[config.mk]
export PLATFORM = sky130hd
export DESIGN_NAME = cu_sequencer_flat
export DESIGN_NICKNAME = d
export VERILOG_FILES = /design/src/rtl/ptype.sv /design/src/rtl/cu_sequencer_if.sv /design/src/rtl/cu_seq_rf.sv /design/src/rtl/cu_sequencer.sv /design/src/flat_wrapper.sv
export SDC_FILE = /design/constraint.sdc
export NUM_CORES = 1
export LEC_CHECK = 0
export CAP_MARGIN = 10
export CORE_ASPECT_RATIO = 1.2
export CORE_MARGIN = 5
export CORE_UTILIZATION = 38
export CTS_CLUSTER_SIZE = 10
export DETAILED_ROUTE_END_ITERATION = 16
export HOLD_SLACK_MARGIN = 0.06
export PLACE_DENSITY = 0.62
export SYNTH_ARGS = -nofsm -noshare
export SYNTH_HDL_FRONTEND = slang
export SYNTH_HIERARCHICAL = 1
export SYNTH_SLANG_ARGS = --single-unit
[constraint.sdc]
create_clock -name clk -period 3.48 [get_ports clk]
set_input_delay 0.348 -clock clk [delete_from_list [all_inputs] [get_ports clk]]
set_output_delay 0.348 -clock clk [all_outputs]
set_load 0.01 [all_outputs]
[src/rtl/ptype.sv]
// Shared types for the 16-bit compute unit and its sequencer.
// The WAIT state exists only when CU_SEQ_PIPE_EN is defined.
package ptype;

    localparam int CU_SEQ_DW = 16;

    typedef enum logic [2:0] {
        OP_ADD,
        OP_SUB,
        OP_MUL,
        OP_AND,
        OP_OR,
        OP_XOR,
        OP_SHL,
        OP_SHR
    } operation_t;

    typedef struct packed {
        logic z;
        logic n;
        logic c;
        logic v;
    } flags_t;

`ifdef CU_SEQ_PIPE_EN
    typedef enum logic [1:0] {
        S_IDLE,
        S_EXEC,
        S_RESP,
        S_WAIT
    } cu_seq_state_t;
`else
    typedef enum logic [1:0] {
        S_IDLE,
        S_EXEC,
        S_RESP
    } cu_seq_state_t;
`endif

endpackage

[src/rtl/cu_sequencer_if.sv]
// Command, load, compute-unit and response signals of cu_sequencer.
// master is the sequencer side, slave is its environment.
interface cu_sequencer_if #(
    parameter int NREGS = 8
);
    import ptype::*;

    localparam int AW = $clog2(NREGS);

    logic                 cmd_valid;
    logic                 cmd_ready;
    operation_t           cmd_op;
    logic [AW-1:0]        cmd_rs1;
    logic [AW-1:0]        cmd_rs2;
    logic [AW-1:0]        cmd_rd;
    logic                 cmd_wb;

    logic                 ld_en;
    logic [AW-1:0]        ld_addr;
    logic [CU_SEQ_DW-1:0] ld_data;

    logic [CU_SEQ_DW-1:0] op1;
    logic [CU_SEQ_DW-1:0] op2;
    operation_t           op;
    logic [CU_SEQ_DW-1:0] result;
    flags_t               fls;

    logic                 rsp_valid;
    logic                 rsp_ready;
    logic [CU_SEQ_DW-1:0] rsp_result;
    flags_t               rsp_fls;
    logic [AW-1:0]        rsp_rd;

    modport master (
        input  cmd_valid, cmd_op, cmd_rs1, cmd_rs2, cmd_rd, cmd_wb,
        input  ld_en, ld_addr, ld_data,
        input  result, fls,
        input  rsp_ready,
        output cmd_ready,
        output op1, op2, op,
        output rsp_valid, rsp_result, rsp_fls, rsp_rd
    );

    modport slave (
        output cmd_valid, cmd_op, cmd_rs1, cmd_rs2, cmd_rd, cmd_wb,
        output ld_en, ld_addr, ld_data,
        output result, fls,
        output rsp_ready,
        input  cmd_ready,
        input  op1, op2, op,
        input  rsp_valid, rsp_result, rsp_fls, rsp_rd
    );

endinterface

[src/rtl/cu_seq_rf.sv]
// Operand register file: two async read ports, load and write-back
// write ports (write-back wins on the same address), sync clear.
module cu_seq_rf #(
    parameter int NREGS = 8,
    parameter int DW    = 16,
    localparam int AW   = $clog2(NREGS)
) (
    input  logic          clk,
    input  logic          rst,
    input  logic [AW-1:0] ra1,
    input  logic [AW-1:0] ra2,
    output logic [DW-1:0] rd1,
    output logic [DW-1:0] rd2,
    input  logic          ld_en,
    input  logic [AW-1:0] ld_addr,
    input  logic [DW-1:0] ld_data,
    input  logic          wb_en,
    input  logic [AW-1:0] wb_addr,
    input  logic [DW-1:0] wb_data
);

    logic [DW-1:0] mem [NREGS];

    assign rd1 = mem[ra1];
    assign rd2 = mem[ra2];

    always_ff @(posedge clk) begin
        if (rst) begin
            for (int i = 0; i < NREGS; i++) begin
                mem[i] <= '0;
            end
        end else begin
            if (ld_en) begin
                mem[ld_addr] <= ld_data;
            end
            // later assignment takes priority on an address collision
            if (wb_en) begin
                mem[wb_addr] <= wb_data;
            end
        end
    end

endmodule

[src/rtl/cu_sequencer.sv]
// One-command-in-flight controller for the 16-bit compute unit.
// CU_SEQ_PIPE_EN registers result/fls and adds a WAIT state.
module cu_sequencer
    import ptype::*;
#(
    parameter int NREGS = 8,
    localparam int AW   = $clog2(NREGS)
) (
    input logic      clk,
    input logic      rst,
    cu_sequencer_if.master bus
);

    cu_seq_state_t        state;
    logic [CU_SEQ_DW-1:0] opa;
    logic [CU_SEQ_DW-1:0] opb;
    operation_t           opq;
    logic [AW-1:0]        rdq;
    logic                 wbq;
    logic                 issued;

    logic                 rdy;
    logic [CU_SEQ_DW-1:0] op1_r;
    logic [CU_SEQ_DW-1:0] op2_r;
    operation_t           op_r;
    logic                 rsp_v;
    logic [CU_SEQ_DW-1:0] rsp_res;
    flags_t               rsp_f;
    logic [AW-1:0]        rsp_rd_r;

    logic [CU_SEQ_DW-1:0] rd1;
    logic [CU_SEQ_DW-1:0] rd2;
    logic                 wb_en;
    logic [CU_SEQ_DW-1:0] wb_data;

`ifdef CU_SEQ_PIPE_EN
    logic [CU_SEQ_DW-1:0] res_q;
    flags_t               fls_q;

    assign wb_en   = (state == S_WAIT) && wbq;
    assign wb_data = res_q;
`else
    assign wb_en   = (state == S_EXEC) && issued && wbq;
    assign wb_data = bus.result;
`endif

    cu_seq_rf #(
        .NREGS (NREGS),
        .DW    (CU_SEQ_DW)
    ) u_rf (
        .clk     (clk),
        .rst     (rst),
        .ra1     (bus.cmd_rs1),
        .ra2     (bus.cmd_rs2),
        .rd1     (rd1),
        .rd2     (rd2),
        .ld_en   (bus.ld_en),
        .ld_addr (bus.ld_addr),
        .ld_data (bus.ld_data),
        .wb_en   (wb_en),
        .wb_addr (rdq),
        .wb_data (wb_data)
    );

    assign bus.cmd_ready  = rdy;
    assign bus.op1        = op1_r;
    assign bus.op2        = op2_r;
    assign bus.op         = op_r;
    assign bus.rsp_valid  = rsp_v;
    assign bus.rsp_result = rsp_res;
    assign bus.rsp_fls    = rsp_f;
    assign bus.rsp_rd     = rsp_rd_r;

    always_ff @(posedge clk) begin
        if (rst) begin
            state    <= S_IDLE;
            opa      <= '0;
            opb      <= '0;
            opq      <= OP_ADD;
            rdq      <= '0;
            wbq      <= 1'b0;
            issued   <= 1'b0;
            rdy      <= 1'b1;
            op1_r    <= '0;
            op2_r    <= '0;
            op_r     <= OP_ADD;
            rsp_v    <= 1'b0;
            rsp_res  <= '0;
            rsp_f    <= '0;
            rsp_rd_r <= '0;
`ifdef CU_SEQ_PIPE_EN
            res_q    <= '0;
            fls_q    <= '0;
`endif
        end else begin
            unique case (state)
                S_IDLE: begin
                    if (bus.cmd_valid && rdy) begin
                        opa    <= rd1;
                        opb    <= rd2;
                        opq    <= bus.cmd_op;
                        rdq    <= bus.cmd_rd;
                        wbq    <= bus.cmd_wb;
                        issued <= 1'b0;
                        rdy    <= 1'b0;
                        state  <= S_EXEC;
                    end
                end
                S_EXEC: begin
                    // first cycle presents operands, second samples the unit
                    if (!issued) begin
                        op1_r  <= opa;
                        op2_r  <= opb;
                        op_r   <= opq;
                        issued <= 1'b1;
                    end else begin
`ifdef CU_SEQ_PIPE_EN
                        res_q <= bus.result;
                        fls_q <= bus.fls;
                        state <= S_WAIT;
`else
                        rsp_res  <= bus.result;
                        rsp_f    <= bus.fls;
                        rsp_rd_r <= rdq;
                        rsp_v    <= 1'b1;
                        state    <= S_RESP;
`endif
                    end
                end
`ifdef CU_SEQ_PIPE_EN
                S_WAIT: begin
                    rsp_res  <= res_q;
                    rsp_f    <= fls_q;
                    rsp_rd_r <= rdq;
                    rsp_v    <= 1'b1;
                    state    <= S_RESP;
                end
`endif
                S_RESP: begin
                    if (bus.rsp_ready) begin
                        rsp_v <= 1'b0;
                        rdy   <= 1'b1;
                        state <= S_IDLE;
                    end
                end
                default: begin
                    state <= S_IDLE;
                    rdy   <= 1'b1;
                    rsp_v <= 1'b0;
                end
            endcase
        end
    end

endmodule

[src/flat_wrapper.sv]
// flat-port wrapper written by rule: the top's interface ports become plain ports
module cu_sequencer_flat import ptype::*;
#(
    parameter int NREGS = 8,
    localparam int AW   = $clog2(NREGS)
)
  (clk, rst, bus_cmd_valid, bus_cmd_op, bus_cmd_rs1, bus_cmd_rs2, bus_cmd_rd, bus_cmd_wb, bus_ld_en, bus_ld_addr, bus_ld_data, bus_result, bus_fls, bus_rsp_ready, bus_cmd_ready, bus_op1, bus_op2, bus_op, bus_rsp_valid, bus_rsp_result, bus_rsp_fls, bus_rsp_rd);
  cu_sequencer_if #(.NREGS(NREGS)) bus_i ();
  input logic clk;
  input logic rst;
  input wire logic [$bits(bus_i.cmd_valid)-1:0] bus_cmd_valid;
  input wire logic [$bits(bus_i.cmd_op)-1:0] bus_cmd_op;
  input wire logic [$bits(bus_i.cmd_rs1)-1:0] bus_cmd_rs1;
  input wire logic [$bits(bus_i.cmd_rs2)-1:0] bus_cmd_rs2;
  input wire logic [$bits(bus_i.cmd_rd)-1:0] bus_cmd_rd;
  input wire logic [$bits(bus_i.cmd_wb)-1:0] bus_cmd_wb;
  input wire logic [$bits(bus_i.ld_en)-1:0] bus_ld_en;
  input wire logic [$bits(bus_i.ld_addr)-1:0] bus_ld_addr;
  input wire logic [$bits(bus_i.ld_data)-1:0] bus_ld_data;
  input wire logic [$bits(bus_i.result)-1:0] bus_result;
  input wire logic [$bits(bus_i.fls)-1:0] bus_fls;
  input wire logic [$bits(bus_i.rsp_ready)-1:0] bus_rsp_ready;
  output wire logic [$bits(bus_i.cmd_ready)-1:0] bus_cmd_ready;
  output wire logic [$bits(bus_i.op1)-1:0] bus_op1;
  output wire logic [$bits(bus_i.op2)-1:0] bus_op2;
  output wire logic [$bits(bus_i.op)-1:0] bus_op;
  output wire logic [$bits(bus_i.rsp_valid)-1:0] bus_rsp_valid;
  output wire logic [$bits(bus_i.rsp_result)-1:0] bus_rsp_result;
  output wire logic [$bits(bus_i.rsp_fls)-1:0] bus_rsp_fls;
  output wire logic [$bits(bus_i.rsp_rd)-1:0] bus_rsp_rd;
  assign bus_i.cmd_valid = bus_cmd_valid;
  assign bus_i.cmd_op = bus_cmd_op;
  assign bus_i.cmd_rs1 = bus_cmd_rs1;
  assign bus_i.cmd_rs2 = bus_cmd_rs2;
  assign bus_i.cmd_rd = bus_cmd_rd;
  assign bus_i.cmd_wb = bus_cmd_wb;
  assign bus_i.ld_en = bus_ld_en;
  assign bus_i.ld_addr = bus_ld_addr;
  assign bus_i.ld_data = bus_ld_data;
  assign bus_i.result = bus_result;
  assign bus_i.fls = bus_fls;
  assign bus_i.rsp_ready = bus_rsp_ready;
  assign bus_cmd_ready = bus_i.cmd_ready;
  assign bus_op1 = bus_i.op1;
  assign bus_op2 = bus_i.op2;
  assign bus_op = bus_i.op;
  assign bus_rsp_valid = bus_i.rsp_valid;
  assign bus_rsp_result = bus_i.rsp_result;
  assign bus_rsp_fls = bus_i.rsp_fls;
  assign bus_rsp_rd = bus_i.rsp_rd;
  cu_sequencer #(.NREGS(NREGS)) u_core (.clk(clk), .rst(rst), .bus(bus_i));
endmodule
# == Yosys cells after proc, flatten, opt, wreduce, memory -nomap -nowiden ==
# Memory sizes are Yosys's and may differ from the RTL's. A register that Yosys moved wholly into a read port is not among the register bits.
# Cells that the tools add are included.
# op_classes
muxes,25
n_eq_ne,5
bitwise,3
n_reduce_logical,14
# op_table
cell,n
$mux W16,2
$reduce_or A16 Y1,2
$mux W1,14
$reduce_and A3 Y1,3
$reduce_and A2 Y1,4
$mux W2,3
$mux W3,2
$pmux W1 S3,2
$pmux W2 S3,1
$ne A2 B1 Y1 const B,2
$logic_and A1 B1 Y1,3
$not A1 Y1,3
$eq A2 B1 Y1 const B,1
$eq A2 B2 Y1 const B,1
$logic_not A2 Y1,1
$ne A2 B2 Y1 const B,1
$pmux W1 S2,1
$reduce_bool A2 Y1,1
# word_totals
ff_bits,70
input_bits,57
ramBits,128
wordCells,64
memories,1
output_inout_bits,60
# mem_list
name,words,width,read_ports,rd_ports_with_merged_regs,write_ports,line,rtl
u_core.u_rf.mem,8,16,2,2,8,cu_seq_rf.sv:22,logic [DW-1:0] mem [NREGS];

# == Logic depth before layout (Yosys ltp) ==
# depth
depth_word,8
ltp_mapped,10
ltp_nobuf,5

# == Cells and area by module ==
# Netlist, hierarchy kept.
# modules_own_cells
module,n_inst,cells_per_inst,seq_area_each_um2,area_each_um2
cu_seq_rf,1,595,3843.7,8361.8
cu_sequencer,1,448,2042.0,3598.5

# == Worst setup path after synthesis ==
# Ideal clock, no wire load.
# synth_timing
path_type,register -> register
startpoint,register u_core.state[1]
endpoint,"memory u_core.u_rf.mem[1][0], enable pin"
synth_period_minus_slack_ns,2.835
setup_ns,0.394
t_arrival_ns,2.441
stages_incl_launch_ff,11
slack_ns,0.645
t_required_ns,3.086
path_buffers,5
cell_sequence,dfxtp_1 > buf_4 > and3b_1 > buf_2 > buf_2 > and2_1 > nand2_1 > or4_4 > buf_6 > buf_12 > o211ai_1
# synth_rtl
element,line,rtl
from (decl),cu_sequencer.sv:14,cu_seq_state_t state;
from (signal assigned),cu_sequencer.sv:76,state <= S_IDLE;
from (signal assigned),cu_sequencer.sv:106,state <= S_EXEC;
from (signal assigned),cu_sequencer.sv:126,state <= S_RESP;
to (decl),cu_seq_rf.sv:22,

==> results.md <==
- Clock transition at path regs: 60 ps
- Clock network fraction of total power: 39.8%
- Register bit total from synthesis: 230
- Worst min-delay path category: in -> reg
- Multi-input logic area: 5600 µm²
- DIE AREA: 35100 µm²
- Congestion Overflow GR: 0
- Fin crit share: 76.8%
- Die W: 172 µm
- Synth Instances: 1043
- Outcome: completed
- Clock Path Buffers: 3
- Critical Path End Type: flip-flop
- Layout cells sized above 1: 25.8%
- Clock Tree Root: clkbuf_16
- Ports: 117
- Postcts setup bufs: 0
- RSZ-0062 raised after global routing: no
- Initial antenna violation count: 0
- NetSw: 0.00156 W
- Arrival @ worst endpoint: 2890 ps
- Largest net degree at the start of global routing: 70
- Final setup margin: 807 ps
- Number of synthesized flops with an enable pin: 128
- Switching part of the total: 24.4%
- DRT antenna net count: 0
- VDD IR max: 359 µV
- Sequential fraction of the synthesis area: 49.2%
- IO Port Bufs: 116
- DRC violations left: 0
- Reg area: 5890 µm²
- PwrDens: 451 nW/µm²
- TritonRoute pass-1 iters: 5
- Met2 WL: 14900 µm
- Final Hold Viols: 0
- Vias in the first global route: 8280
- DRT Wirelength: 31600 µm
- Kind of critical path: reg -> reg
- First-pass GRT wire length: 48900 µm
- P&R area growth vs syn: 18.3%
- H-tree depth: 1
- Initial Utilization: 38.4%
- YS warnings: 6
- Syn avg cell area: 11.5 µm²
- Pins over their slew limit: 0
- Max_cap viols: 0
- Internal: 0.00482 W
- Logic pwr share: 11.7%
- Top_reg_cell synth: edfxtp_1
- Drt via density: 5.34
- CP max FO: 17
- Rel. slew slack: 37.1%
- DIE HEIGHT: 204 µm
- Pre-CTS WS: 840 ps
- Worst-Skew Late Latency: 540 ps
- HPWL after DPL: 22200 µm
- Setup TNS: 0 ps
- Total Nets Final: 1185
- Pleak: 4.94 nW
- Hold-fix buffers, CTS: 0
- Starting DRT DRC Count: 761
- CTS buffer count: 27
- Tot GR Track Use: 17.7%
- CTS tree: built
- Clock skew: 16.5 ps
- WL met1: 14000 µm
- Final Setup Violations: 0
- CP required: 3690 ps
- Met3 routed WL: 2030 µm
- Slew @ Worst Pin: 943 ps
- Sequential share of power: 48.4%
- Asr flop ratio synth: 0%
- Clk sink count: 230
- Via count: 8257
- Syn nets: 1100
- Gpl congestion: 0.874
- Max layer used: met4
- Fmax: 374 MHz
- Wire length per cell: 20.5 µm
- Post-CTS sizing: 0
- Core region area: 31200 µm²
- Synthesized area: 12000 µm²
- # rows: 71
- Min Tclk post-route: 2670 ps
- Synth cell types: 38
- CP Launch Type: flip-flop
- # fillers: 2861
- Ant diodes: 0
## worst paths after layout
check | start | endpoint | slack [ps] | cells past startpoint
max | u_core/state[0] | u_core/u_rf/mem[0][4] | 810 | 6
min | rst | u_core/bus.rsp_result[12] | 300 | 2
max reg2reg | u_core/state[0] | u_core/u_rf/mem[0][4] | 810 | 6
min reg2reg | u_core/opa[5] | u_core/bus.op1[5] | 450 | 2
## power by group through the flow
stage	clock network [W]	logic, W	registers [W]
finish	0.00254	0.000749	0.00309
global route	0.00272	0.000809	0.00310
CTS	0.00261	0.000755	0.00309
detailed placement	0	0.000751	0.00314
global placement	0	0.000747	0.00314
floorplan	0	0.000478	0.00312
## worst max-delay path: stages, from the launching register on
cell	delay, ps
dfxtp_1	450
and3b_1	220
and2_1	250
nor3b_1	340
nand2_1	540
o211ai_1	280
buf_4	280
## synthesized netlist by cell type, drive strengths merged (2+ instances only)
cell type / instances / share of area [%]
nor3b: 2 / 0.22
a21oi: 102 / 4.3
mux4: 64 / 12
or3b: 3 / 0.22
or3: 4 / 0.21
dfxtp: 102 / 17
nor2: 137 / 4.3
o211ai: 5 / 0.31
nand2b: 3 / 0.16
o221ai: 2 / 0.15
mux2: 160 / 16
clkbuf: 42 / 1.3
buf: 45 / 2.6
nand3: 18 / 0.84
nand2: 197 / 6.2
edfxtp: 128 / 32
nand3b: 19 / 1.2
## sequential cells by signal, summed over array words and instances, names as in the netlist
name / flops
u_core/issued: 1
u_core/bus.rsp_result: 16
u_core/wbq: 1
u_core/u_rf/mem: 128
u_core/bus.rsp_valid: 1
u_core/opb: 16
u_core/bus.rsp_fls: 4
u_core/bus.cmd_ready: 1
u_core/bus.rsp_rd: 3
u_core/bus.op1: 16
u_core/bus.op: 3
u_core/bus.op2: 16
u_core/opa: 16
u_core/state: 2
u_core/opq: 3
u_core/rdq: 3
## kinds of logic (layout without fill, tap and decap cells)
family	after synthesis	count (layout)	share of synthesized area, %
flip-flops	230	230	49.2
AND/OR/NAND/NOR	390	390	13.9
AO/OA/AOI/OAI	111	111	4.90
multiplexers	224	224	28.0
buffers and inverters	88	189	3.99
## area by class of cell
class | count | share of cell area (%)
Timing Repair Buffer | 143 | 9.73
Sequential cell | 230 | 41.6
Clock buffer | 43 | 5.34
Multi-Input combinational cell | 725 | 39.6
Tap cell | 401 | 3.55
Inverter | 1 | 0.0265
Clock inverter | 2 | 0.177
## layer usage
layer  vias up  global-route usage (%)
li1       3916                       -
met1      4041                    25.6
met2       256                    28.3
met3        44                    2.46
met4         0                    4.44
met5         -                       0
## cells in the final DEF, fill, tap and decap left out, drive strengths merged, types with 2 or more instances in the layout
cell type      count
a21oi            102
buf               30
clkbuf            43
clkdlybuf4s50    113
clkinv             2
dfxtp            102
edfxtp           128
mux2             160
mux4              64
nand2            197
nand2b             3
nand3             18
nand3b            19
nor2             137
nor3b              2
o211ai             5
o221ai             2
or3                4
or3b               3
## through the flow
step           hold slack [ps]  total power, W  area, µm²  utilization (%)  std cells
6_report                   299         0.00638      14200             45.4       1545
2_1_floorplan              432         0.00360      12000                -       1043
4_1_cts                    284         0.00645      14200             45.4       1545
3_5_place_dp               443         0.00389      13400             42.9       1500
3_3_place_gp               439         0.00388      13400             42.9       1500
5_1_grt                    309         0.00663      14200             45.4       1545
Power figures use the tool's default switching activity.
